### config.mk
export PLATFORM = sky130hd
export DESIGN_NAME = blackbox_prober
export DESIGN_NICKNAME = d
export VERILOG_FILES = /design/src/rtl/blackbox_prober.sv
export SDC_FILE = /design/constraint.sdc
export NUM_CORES = 1
export LEC_CHECK = 0
export BUFFER_PORTS_ARGS = -buffer_cell sky130_fd_sc_hd__buf_4
export CAP_MARGIN = 0
export CORE_MARGIN = 1
export CORE_UTILIZATION = 54
export CTS_CLUSTER_SIZE = 40
export DETAILED_ROUTE_END_ITERATION = 8
export GPL_TIMING_DRIVEN = 0
export PLACE_DENSITY = 0.78
export SLEW_MARGIN = 20
export SYNTH_ARGS = -nofsm -noshare
export SYNTH_HDL_FRONTEND = slang
export SYNTH_SLANG_ARGS = --single-unit
### constraint.sdc
create_clock -name clk -period 1.6 [get_ports clk]
set_input_delay 0.08 -clock clk [delete_from_list [all_inputs] [get_ports clk]]
set_output_delay 0.08 -clock clk [all_outputs]
set_load 0.01 [all_outputs]
### src/rtl/blackbox_prober.sv
// blackbox_prober: sweeps every input vector of a small combinational box,
// captures its truth table, counts minterms and compares to a reference.
`timescale 1ns/1ps
module blackbox_prober #(
  parameter int N_IN   = 3,
  parameter int SETTLE = 2
) (
  input  logic                 clk,
  input  logic                 rst,
  input  logic                 start,
  input  logic [2**N_IN-1:0]   expected_tt,
  output logic [N_IN-1:0]      probe_out,
  input  logic                 probe_in,
  output logic                 busy,
  output logic                 done,
  output logic [2**N_IN-1:0]   truth_table,
  output logic [N_IN:0]        ones_count,
  output logic                 match
);

  localparam int NV = 2**N_IN;
  localparam int SW = (SETTLE > 1) ? $clog2(SETTLE) : 1;

  typedef enum logic [1:0] {
    IDLE,
    DRIVE,
    FINISH
  } state_t;

  state_t          state;
  logic [N_IN-1:0] vec;
  logic [SW-1:0]   sc;
  logic [NV-1:0]   exp_tt;
  logic [NV-1:0]   tt_next;
  logic            hold_end;
  logic            last_vec;

  // Table as it will look after this cycle's capture, so match can be
  // registered on the same edge that enters FINISH.
  always_comb begin
    tt_next      = truth_table;
    tt_next[vec] = probe_in;
  end

  assign hold_end = (sc == SW'(SETTLE - 1));
  assign last_vec = (vec == N_IN'(NV - 1));

  always_ff @(posedge clk) begin
    if (rst) begin
      state       <= IDLE;
      vec         <= '0;
      sc          <= '0;
      exp_tt      <= '0;
      probe_out   <= '0;
      busy        <= 1'b0;
      done        <= 1'b0;
      truth_table <= '0;
      ones_count  <= '0;
      match       <= 1'b0;
    end else begin
      unique case (state)
        IDLE: begin
          if (start) begin
            state       <= DRIVE;
            vec         <= '0;
            sc          <= '0;
            exp_tt      <= expected_tt;
            probe_out   <= '0;
            busy        <= 1'b1;
            truth_table <= '0;
            ones_count  <= '0;
            match       <= 1'b0;
          end
        end
        DRIVE: begin
          if (!hold_end) begin
            sc <= sc + SW'(1);
          end else begin
            sc          <= '0;
            truth_table <= tt_next;
            ones_count  <= ones_count + (N_IN+1)'(probe_in);
            if (last_vec) begin
              state <= FINISH;
              busy  <= 1'b0;
              done  <= 1'b1;
              match <= (tt_next == exp_tt);
            end else begin
              vec       <= vec + N_IN'(1);
              probe_out <= vec + N_IN'(1);
            end
          end
        end
        FINISH: begin
          state     <= IDLE;
          done      <= 1'b0;
          vec       <= '0;
          probe_out <= '0;
        end
        default: state <= IDLE;
      endcase
    end
  end

endmodule

==> results of run 1 <==
critical path: cells and delay by family, from the launching register on:
kind / cells / cell delay [ns]
DFF: 1 / 0.39
and+or+nand+nor: 1 / 0.35
muxes: 1 / 0.24
AOI/OAI and AO/OA: 3 / 0.51
Yosys cell counts, types with 2 or more instances:
library cell	n	area share, %
sky130_fd_sc_hd__buf_6	2	1.4
sky130_fd_sc_hd__nor3_1	3	0.96
sky130_fd_sc_hd__a22oi_1	10	4.8
sky130_fd_sc_hd__nor3b_1	4	1.9
sky130_fd_sc_hd__inv_1	7	1.7
sky130_fd_sc_hd__o21ai_1	2	0.64
sky130_fd_sc_hd__ha_1	4	3.2
sky130_fd_sc_hd__nand2_1	19	4.6
sky130_fd_sc_hd__a21oi_1	10	3.2
sky130_fd_sc_hd__nand4_1	2	0.80
sky130_fd_sc_hd__nand2b_1	2	0.80
sky130_fd_sc_hd__a311oi_1	2	1.1
sky130_fd_sc_hd__mux2i_1	5	3.2
sky130_fd_sc_hd__o21ai_0	9	2.9
sky130_fd_sc_hd__buf_4	2	0.96
sky130_fd_sc_hd__nand3b_1	3	1.4
sky130_fd_sc_hd__nand3_1	2	0.64
sky130_fd_sc_hd__nand2_2	2	0.80
sky130_fd_sc_hd__a32oi_1	2	1.1
sky130_fd_sc_hd__clkbuf_1	3	0.72
sky130_fd_sc_hd__xnor2_1	6	3.4
sky130_fd_sc_hd__buf_2	5	1.6
sky130_fd_sc_hd__xor2_1	5	2.8
sky130_fd_sc_hd__dfxtp_1	29	37
sky130_fd_sc_hd__and3b_1	3	1.7
sky130_fd_sc_hd__nor2_1	27	6.5
area by class of cell:
class,instances,share of cell area (%)
flip-flops and latches,29,28.9
repair buffers,36,13.9
clock buffers,7,3.18
multi-input cells,138,46.5
plain buffers,12,4.04
well taps,31,1.90
clock inverters,1,0.245
inverters,7,1.28
metal layers:
| metal | track usage (%) | vias to the layer above |
|---|---|---|
| met5 | 0 | - |
| met4 | 11.8 | 0 |
| met3 | 5.81 | 9 |
| met2 | 48.5 | 42 |
| met1 | 33.7 | 693 |
| li1 | - | 738 |
logic make-up after synthesis:
kind of cell	after synthesis	share of synthesized area (%)
AOI/OAI and AO/OA	45	19.9
xor gates and xnor gates	11	6.17
adders and majority gates	4	3.21
buffers and inverters	19	6.42
DFF	29	37.2
muxes	5	3.21
and+or+nand+nor	73	23.9
per-stage QoR:
stage	worst slack, ns	instance area, um2	std cells	util [%]	hold WS, ns
2_1_floorplan	0.0532	1560	186	-	0.216
5_1_grt	-0.0300	2050	261	74.2	0.00699
3_3_place_gp	-0.107	1820	246	65.9	0.328
3_5_place_dp	-0.111	1820	246	65.9	0.340
6_report	0.0433	2050	261	74.2	-0.00254
4_1_cts	0.000619	1970	260	71.5	0.0000620
timing repair:
item / CTS / global route
endpoints found under the hold margin: 6 / 0
endpoints found under the setup margin: 4 / 13
hold buffers: 6 / 0
pin swaps: 0 / 3
setup buffers: 0 / 1
resized for setup: 6 / 15
where the power goes:
group / internal [mW] / total [mW] / switching, mW
clock: 0.254 / 0.532 / 0.278
combinational: 0.106 / 0.229 / 0.122
sequential: 0.739 / 0.763 / 0.0238
total: 1.10 / 1.52 / 0.424
state kept, by name, indices dropped and copies added (netlist names):
signal / count
done: 1
state: 2
busy: 1
ones_count: 4
exp_tt: 8
match: 1
vec: 3
hold_end: 1
truth_table: 8
worst paths after layout:
| path | slack [ns] | cells after the start | end | startpoint |
|---|---|---|---|---|
| setup reg to reg | 0.04 | 5 | match$_SDFFE_PP0P_ | vec[2]$_SDFFE_PP0P_ |
| hold reg to reg | 0.50 | 2 | match$_SDFFE_PP0P_ | match$_SDFFE_PP0P_ |
| setup / recovery | 0.04 | 5 | match$_SDFFE_PP0P_ | vec[2]$_SDFFE_PP0P_ |
| hold / removal | -0.003 | 3 | exp_tt[3]$_SDFFE_PP0P_ | expected_tt[3] |
==> out/qor.yml, run 1 <==
clocking:
  cts_sinks: 29
  clk-insertion-delay-late_ns: 0.34
  number_of_clock_buffers_inserted_by_tritoncts: 5
  worst_setup_hold_path_clk_slew_ns: 0.10
  cts.path.max_buffers: 2
  h-tree-depth: 2
  cts_tree: "yes"
  clk_root_buffer_cell: "sky130_fd_sc_hd__clkbuf_4"
logic_synthesis:
  async_reset_ff_share_pct: 0
  synthesis.area_mm2: 0.00156
  yosysWarningCount: 0
  avgSynthCellArea_um2: 8.39
  synthDistinctLibCells: 42
  synthFlopType: "sky130_fd_sc_hd__dfxtp_1"
  number_of_nets_produced_by_synthesis: 202
  synth-edff-count: 0
  ys_seq_elements: 29
  netlist_instances: 186
  seq_area_frac_synth_pct: 37.2
status:
  outcome: "finished, violations left"
  failed_checks: "negative hold slack"
die:
  io_pins: 30
  start_util_pct: 56.6
  core_area_mm2: 0.00276
  die_w_um: 55.8
  row_count: 19
  dieArea_mm2: 0.00311
  die-height_um: 55.8
power_and_ir_drop:
  p_per_area_mw_per_mm2: 745
  static-leakage-power_nw: 0.829
  totalPowerFinal_mw: 1.52
  power.ir.vdd_worst_mv: 0.654
finish:
  most-common-layout-cells: "sky130_fd_sc_hd__buf_4, sky130_fd_sc_hd__nor2_1, sky130_fd_sc_hd__dfxtp_1"
  multi_input_area_um2: 952
  post_route_cells_drive_above_1_share_pct: 27.4
  syn_to_final_growth_pct: 31.1
  num_antenna_cells: 0
  fin_nets: 245
  n_fill_cell: 204
  sequential_cell_area_um2: 591
  mostFrequentLayoutCell: "sky130_fd_sc_hd__buf_4"
grt:
  initial_antenna_violation_count: 0
  grt_overflow_total: 0
  grt_pass1_wl_mm: 6.69
  globalRouteTotalUtil_pct: 28.1
  first_global_vias: 1462
  grt_start_max_net_pins: 11
routing:
  routed-via-count: 1482
  drt_total_wl_mm: 4.15
  drt_via_density: 5.68
  drt_pass1_iterations: 4
  dr.first_iter.drc_count: 66
  route.top_layer_used: "met4"
  postRouteAntennaNets: 0
  met1Wirelength_mm: 1.76
  post-route-drc-count: 0
  met2WireLength_mm: 2.15
  wl_met3_um: 172
  routedWlPerCell_um: 15.9
worst_setup_path:
  crit_chain: "nor3b_2 > mux2i_1 > a2bb2oi_1 > o2111ai_1 > o21ai_1"
  setup.worst_path.class: "reg2reg"
  path_max_fanout: 6
  capturing_element_type_of_the_critical_path: "register"
  cp_slowest_cell: "sky130_fd_sc_hd__dfxtp_4"
  timing.critical_path.arrival_ns: 1.84
  timing.critical_path.from_type: "register"
  critical_path.max_stage_delay_ns: 0.39
  required_ns: 1.88
placement:
  gp_congestion: 0.879
  place_hpwl_mm: 2.71
  buffer_ports.inserted: 29
timing:
  grt_setup_unrepaired: "true"
  finalSetupViolCount: 0
  timing.final.hold_violations: 1
  pins_over_their_slew_limit: 0
  relSlewSlack_pct: 66.0
  fmax_ghz: 0.642
  max_slew.worst_pin.slew_ns: 0.510
  setup_total_negative_slack_ns: 0
  skew_ns: 0.0132
  final.hold.worst_slack_ns: -0.00254
  post-route-period-util_pct: 97.3
  layout_min_cycle_time_ns: 1.56
worst_hold_path:
  min_path_type: "in2reg"
flow_run:
  max-cap-violations: 0
No activity file was read; power rests on OpenSTA's default activity.
==> run 2, diff against run 1 <==
--- a/config.mk
+++ b/config.mk
@@ -6,12 +6,13 @@
 export NUM_CORES = 1
 export LEC_CHECK = 0
+export ABC_AREA = 1
 export BUFFER_PORTS_ARGS = -buffer_cell sky130_fd_sc_hd__buf_4
 export CAP_MARGIN = 0
 export CORE_MARGIN = 1
-export CORE_UTILIZATION = 54
+export CORE_UTILIZATION = 55
 export CTS_CLUSTER_SIZE = 40
 export DETAILED_ROUTE_END_ITERATION = 8
 export GPL_TIMING_DRIVEN = 0
-export PLACE_DENSITY = 0.78
+export PLACE_DENSITY = 0.79
 export SLEW_MARGIN = 20
 export SYNTH_ARGS = -nofsm -noshare
==> constraint.sdc (replaced) <==
create_clock -name clk -period 1.6 [get_ports clk]
set_input_delay 0.08 -clock clk [delete_from_list [all_inputs] [get_ports clk]]
set_output_delay 0.08 -clock clk [all_outputs]
set_load 0.02 [all_outputs]
==> out/qor.yml, run 2 <==
status:
  outcome: "finished clean"
logic_synthesis:
  complex_gate_fraction_of_the_synthesized_area_pct: 15.7  # -4.2 points
  synthesis.area_mm2: 0.00165  # +5.5%
  synth_most_common_cell: "sky130_fd_sc_hd__nand2_1"
  netlist_top_cells_area: "sky130_fd_sc_hd__dfxtp_1, sky130_fd_sc_hd__nand2_1, sky130_fd_sc_hd__a21oi_1"
  synth.top_cells.by_count: "sky130_fd_sc_hd__nand2_1, sky130_fd_sc_hd__dfxtp_1, sky130_fd_sc_hd__a21oi_1"
  yosysWarningCount: 0  # unchanged
  synthFlopType: "sky130_fd_sc_hd__dfxtp_1"
  avgSynthCellArea_um2: 7.72  # -7.9%
  synthAdderAreaFrac_pct: 3.04  # -0.17 points
  synthDominantAreaCellType: "sky130_fd_sc_hd__dfxtp_1"
  number_of_nets_produced_by_synthesis: 229  # +13%
  synth-edff-count: 0  # unchanged
  ys_seq_elements: 29  # unchanged
  synthDistinctLibCells: 34  # -19%
  largest_family_of_logic_cells_by_synthesized_area: "simple AND/OR/NAND/NOR gates"
  seq_area_frac_synth_pct: 35.3  # -1.9 points
  synth_top_area_share_pct: 35.3  # -1.9 points
  synth.mux.area_fraction_pct: 0  # -3.2 points
  async_reset_ff_share_pct: 0  # unchanged
  netlist_instances: 213  # +15%
  synth_xor_area_share_pct: 0.532  # -5.6 points
  synth-simple-area-share_pct: 33.5  # +9.6 points
routing:
  routed-via-count: 1490  # +0.54%
  post-route-drc-count: 0  # unchanged
  drt_via_density: 5.27  # -7.3%
  postRouteAntennaNets: 0  # unchanged
  dr.first_iter.drc_count: 60  # -9.1%
  drt_pass1_iterations: 4  # unchanged
  drt_total_wl_mm: 3.59  # -13%
  routedWlPerCell_um: 12.7  # -20%
placement:
  buffer_ports.inserted: 28  # -3.4%
  place_hpwl_mm: 2.60  # -4.1%
  gp_congestion: 0.797  # -9.3%
  placed_area_mm2: 0.00189  # +4.3%
clocking:
  cts_tree: "yes"
  number_of_clock_buffers_inserted_by_tritoncts: 5  # unchanged
  h-tree-depth: 2  # unchanged
  clk-insertion-delay-late_ns: 0.34  # about the same
  worst_setup_hold_path_clk_slew_ns: 0.10  # about the same
  cts_sinks: 29  # unchanged
  clk_root_buffer_cell: "sky130_fd_sc_hd__clkbuf_4"
  cts.path.max_buffers: 2  # unchanged
worst_setup_path:
  path_max_fanout: 4  # -2
  capturing_element_type_of_the_critical_path: "register"
  timing.critical_path.from_type: "register"
  setup.worst_path.class: "reg2reg"
  required_ns: 1.88  # about the same
  timing.critical_path.arrival_ns: 1.77  # -0.07 ns
finish:
  fin_nets: 267  # +9.0%
  num_antenna_cells: 0  # unchanged
  mostFrequentLayoutCell: "sky130_fd_sc_hd__nand2_1"
  finish.instance_area_mm2: 0.00200  # -2.4%
  top_regs: "exp_tt (8), truth_table (8), ones_count (4)"
  n_fill_cell: 250  # +23%
  most-common-layout-cells: "sky130_fd_sc_hd__nand2_1, sky130_fd_sc_hd__buf_4, sky130_fd_sc_hd__dfxtp_1"
  post_route_cells_drive_above_1_share_pct: 32.1  # +4.8 points
  sequential_cell_area_um2: 583  # -1.3%
  syn_to_final_growth_pct: 21.4
  multi_input_area_um2: 870  # -8.7%
die:
  core_area_mm2: 0.00281  # +1.7%
  io_pins: 30  # unchanged
  start_util_pct: 58.7  # +2.1 points
  die-height_um: 56.7  # +1.7%
  dieArea_mm2: 0.00321  # +3.4%
  row_count: 19  # unchanged
  die_w_um: 56.7  # +1.7%
grt:
  initial_antenna_violation_count: 0  # unchanged
  first_global_vias: 1364  # -6.7%
  grt_overflow_total: 0  # unchanged
  globalRouteMet2Util_pct: 41.8  # -6.7 points
  globalRouteTotalUtil_pct: 25.1  # -3.0 points
  met1_usage_in_global_routing_pct: 30.4  # -3.3 points
  globalRoute.busiestLayer: "met2"
  grt_start_max_net_pins: 11  # unchanged
  grt_pass1_wl_mm: 6.05  # -9.5%
  global_route.usage.met3_pct: 7.60  # +1.8 points
timing:
  relSlewSlack_pct: 61.6  # -4.5 points
  post-route-period-util_pct: 93.2  # -4.1 points
  final.hold.worst_slack_ns: 0.0190  # +0.0215 ns
  fmax_ghz: 0.670  # +4.4%
  grt_setup_unrepaired: "false"
  skew_ns: 0.00842  # -0.00475 ns
  pins_over_their_slew_limit: 0  # unchanged
  timing.final.hold_violations: 0  # -1
  max_slew.worst_pin.slew_ns: 0.576  # +0.0668 ns
  finalSetupViolCount: 0  # unchanged
  setup_total_negative_slack_ns: 0  # unchanged
  layout_min_cycle_time_ns: 1.49  # -0.0653 ns
flow_run:
  max-cap-violations: 0  # unchanged
power_and_ir_drop:
  static-leakage-power_nw: 0.900  # +8.5%
  p_per_area_mw_per_mm2: 872  # +17%
  power.ir.vdd_worst_mv: 0.688  # +5.2%
worst_hold_path:
  min_path_type: "in2reg"
-- run 2: changes by cell type in the layout (fill, tap and decap cells not counted), sizes merged, moves of 5 or more --
cell   previous run  this run
a21oi            10        22
a22oi            10         0
inv               7        28
mux2i             5         0
nand2            21        48
nand3             2        25
nor2             28        15
nor3b             6         0
xnor2             6         0
-- run 2: area by class of cell --
| type | count | share of cell area (%) |
|---|---|---|
| Timing Repair Buffer | 31 | 11.9 |
| Sequential cell | 29 | 29.2 |
| Buffer | 9 | 4.14 |
| Clock inverter | 1 | 0.251 |
| Tap cell | 31 | 1.94 |
| Multi-Input combinational cell | 147 | 43.5 |
| Clock buffer | 7 | 3.26 |
| Inverter | 28 | 5.76 |
-- run 2: per-stage QoR --
step	instances	power [mW]	util, %	setup slack (ns)
finish	283	1.74	71.2	0.109
global route	283	1.83	71.2	0.0124
CTS	282	1.74	70.7	0.0526
detailed placement	272	1.23	67.5	0.0926
global placement	272	1.22	67.5	0.103
floorplan	213	1.12	-	0.127
-- run 2: report_power, final --
group,total (mW),internal (mW),switching (mW)
Combinational,0.428,0.171,0.257
Clock,0.524,0.254,0.270
Sequential,0.788,0.762,0.0267
-- run 2: path summary, 6_finish.rpt --
kind	from	end	slack, ns	cells past startpoint
worst max-delay path	vec[0]$_SDFFE_PP0P_	match$_SDFFE_PP0P_	0.11	12
worst min-delay path	expected_tt[5]	exp_tt[5]$_SDFFE_PP0P_	0.02	3
worst max register to register	vec[0]$_SDFFE_PP0P_	match$_SDFFE_PP0P_	0.11	12
worst min register to register	busy$_SDFFE_PP0P_	busy$_SDFFE_PP0P_	0.47	2
-- run 2: what timing repair did --
action                                 4_1_cts  5_1_grt
gates resized for setup                      0        3
setup buffers                                0        1
endpoints found under the hold margin        2        0
hold buffers                                 2        0
setup endpoints to repair                    0        1
-- run 2: cells by family after synthesis --
group | Yosys count
and+or+nand+nor | 100
AOI/OAI and AO/OA | 42
buffers and inverters | 37
DFF | 29
adders and majority gates | 4
xor gates and xnor gates | 1
-- run 2: critical path: stages (launching register included) --
cell,delay (ns)
sky130_fd_sc_hd__dfxtp_2,0.36
sky130_fd_sc_hd__ha_1,0.16
sky130_fd_sc_hd__ha_2,0.19
sky130_fd_sc_hd__nand2_1,0.05
sky130_fd_sc_hd__inv_1,0.08
sky130_fd_sc_hd__nand2_2,0.10
sky130_fd_sc_hd__nor2_4,0.10
sky130_fd_sc_hd__nand2_1,0.07
sky130_fd_sc_hd__inv_2,0.04
sky130_fd_sc_hd__nand2_1,0.05
sky130_fd_sc_hd__nor2_2,0.07
sky130_fd_sc_hd__nand3_1,0.09
sky130_fd_sc_hd__nand2_1,0.08
-- run 2: routing by layer --
metal  vias up  wire [um]
li1        778          -
met1       673       1630
met2        33       1730
met3         6        182
met4         0         50
met5         -          0
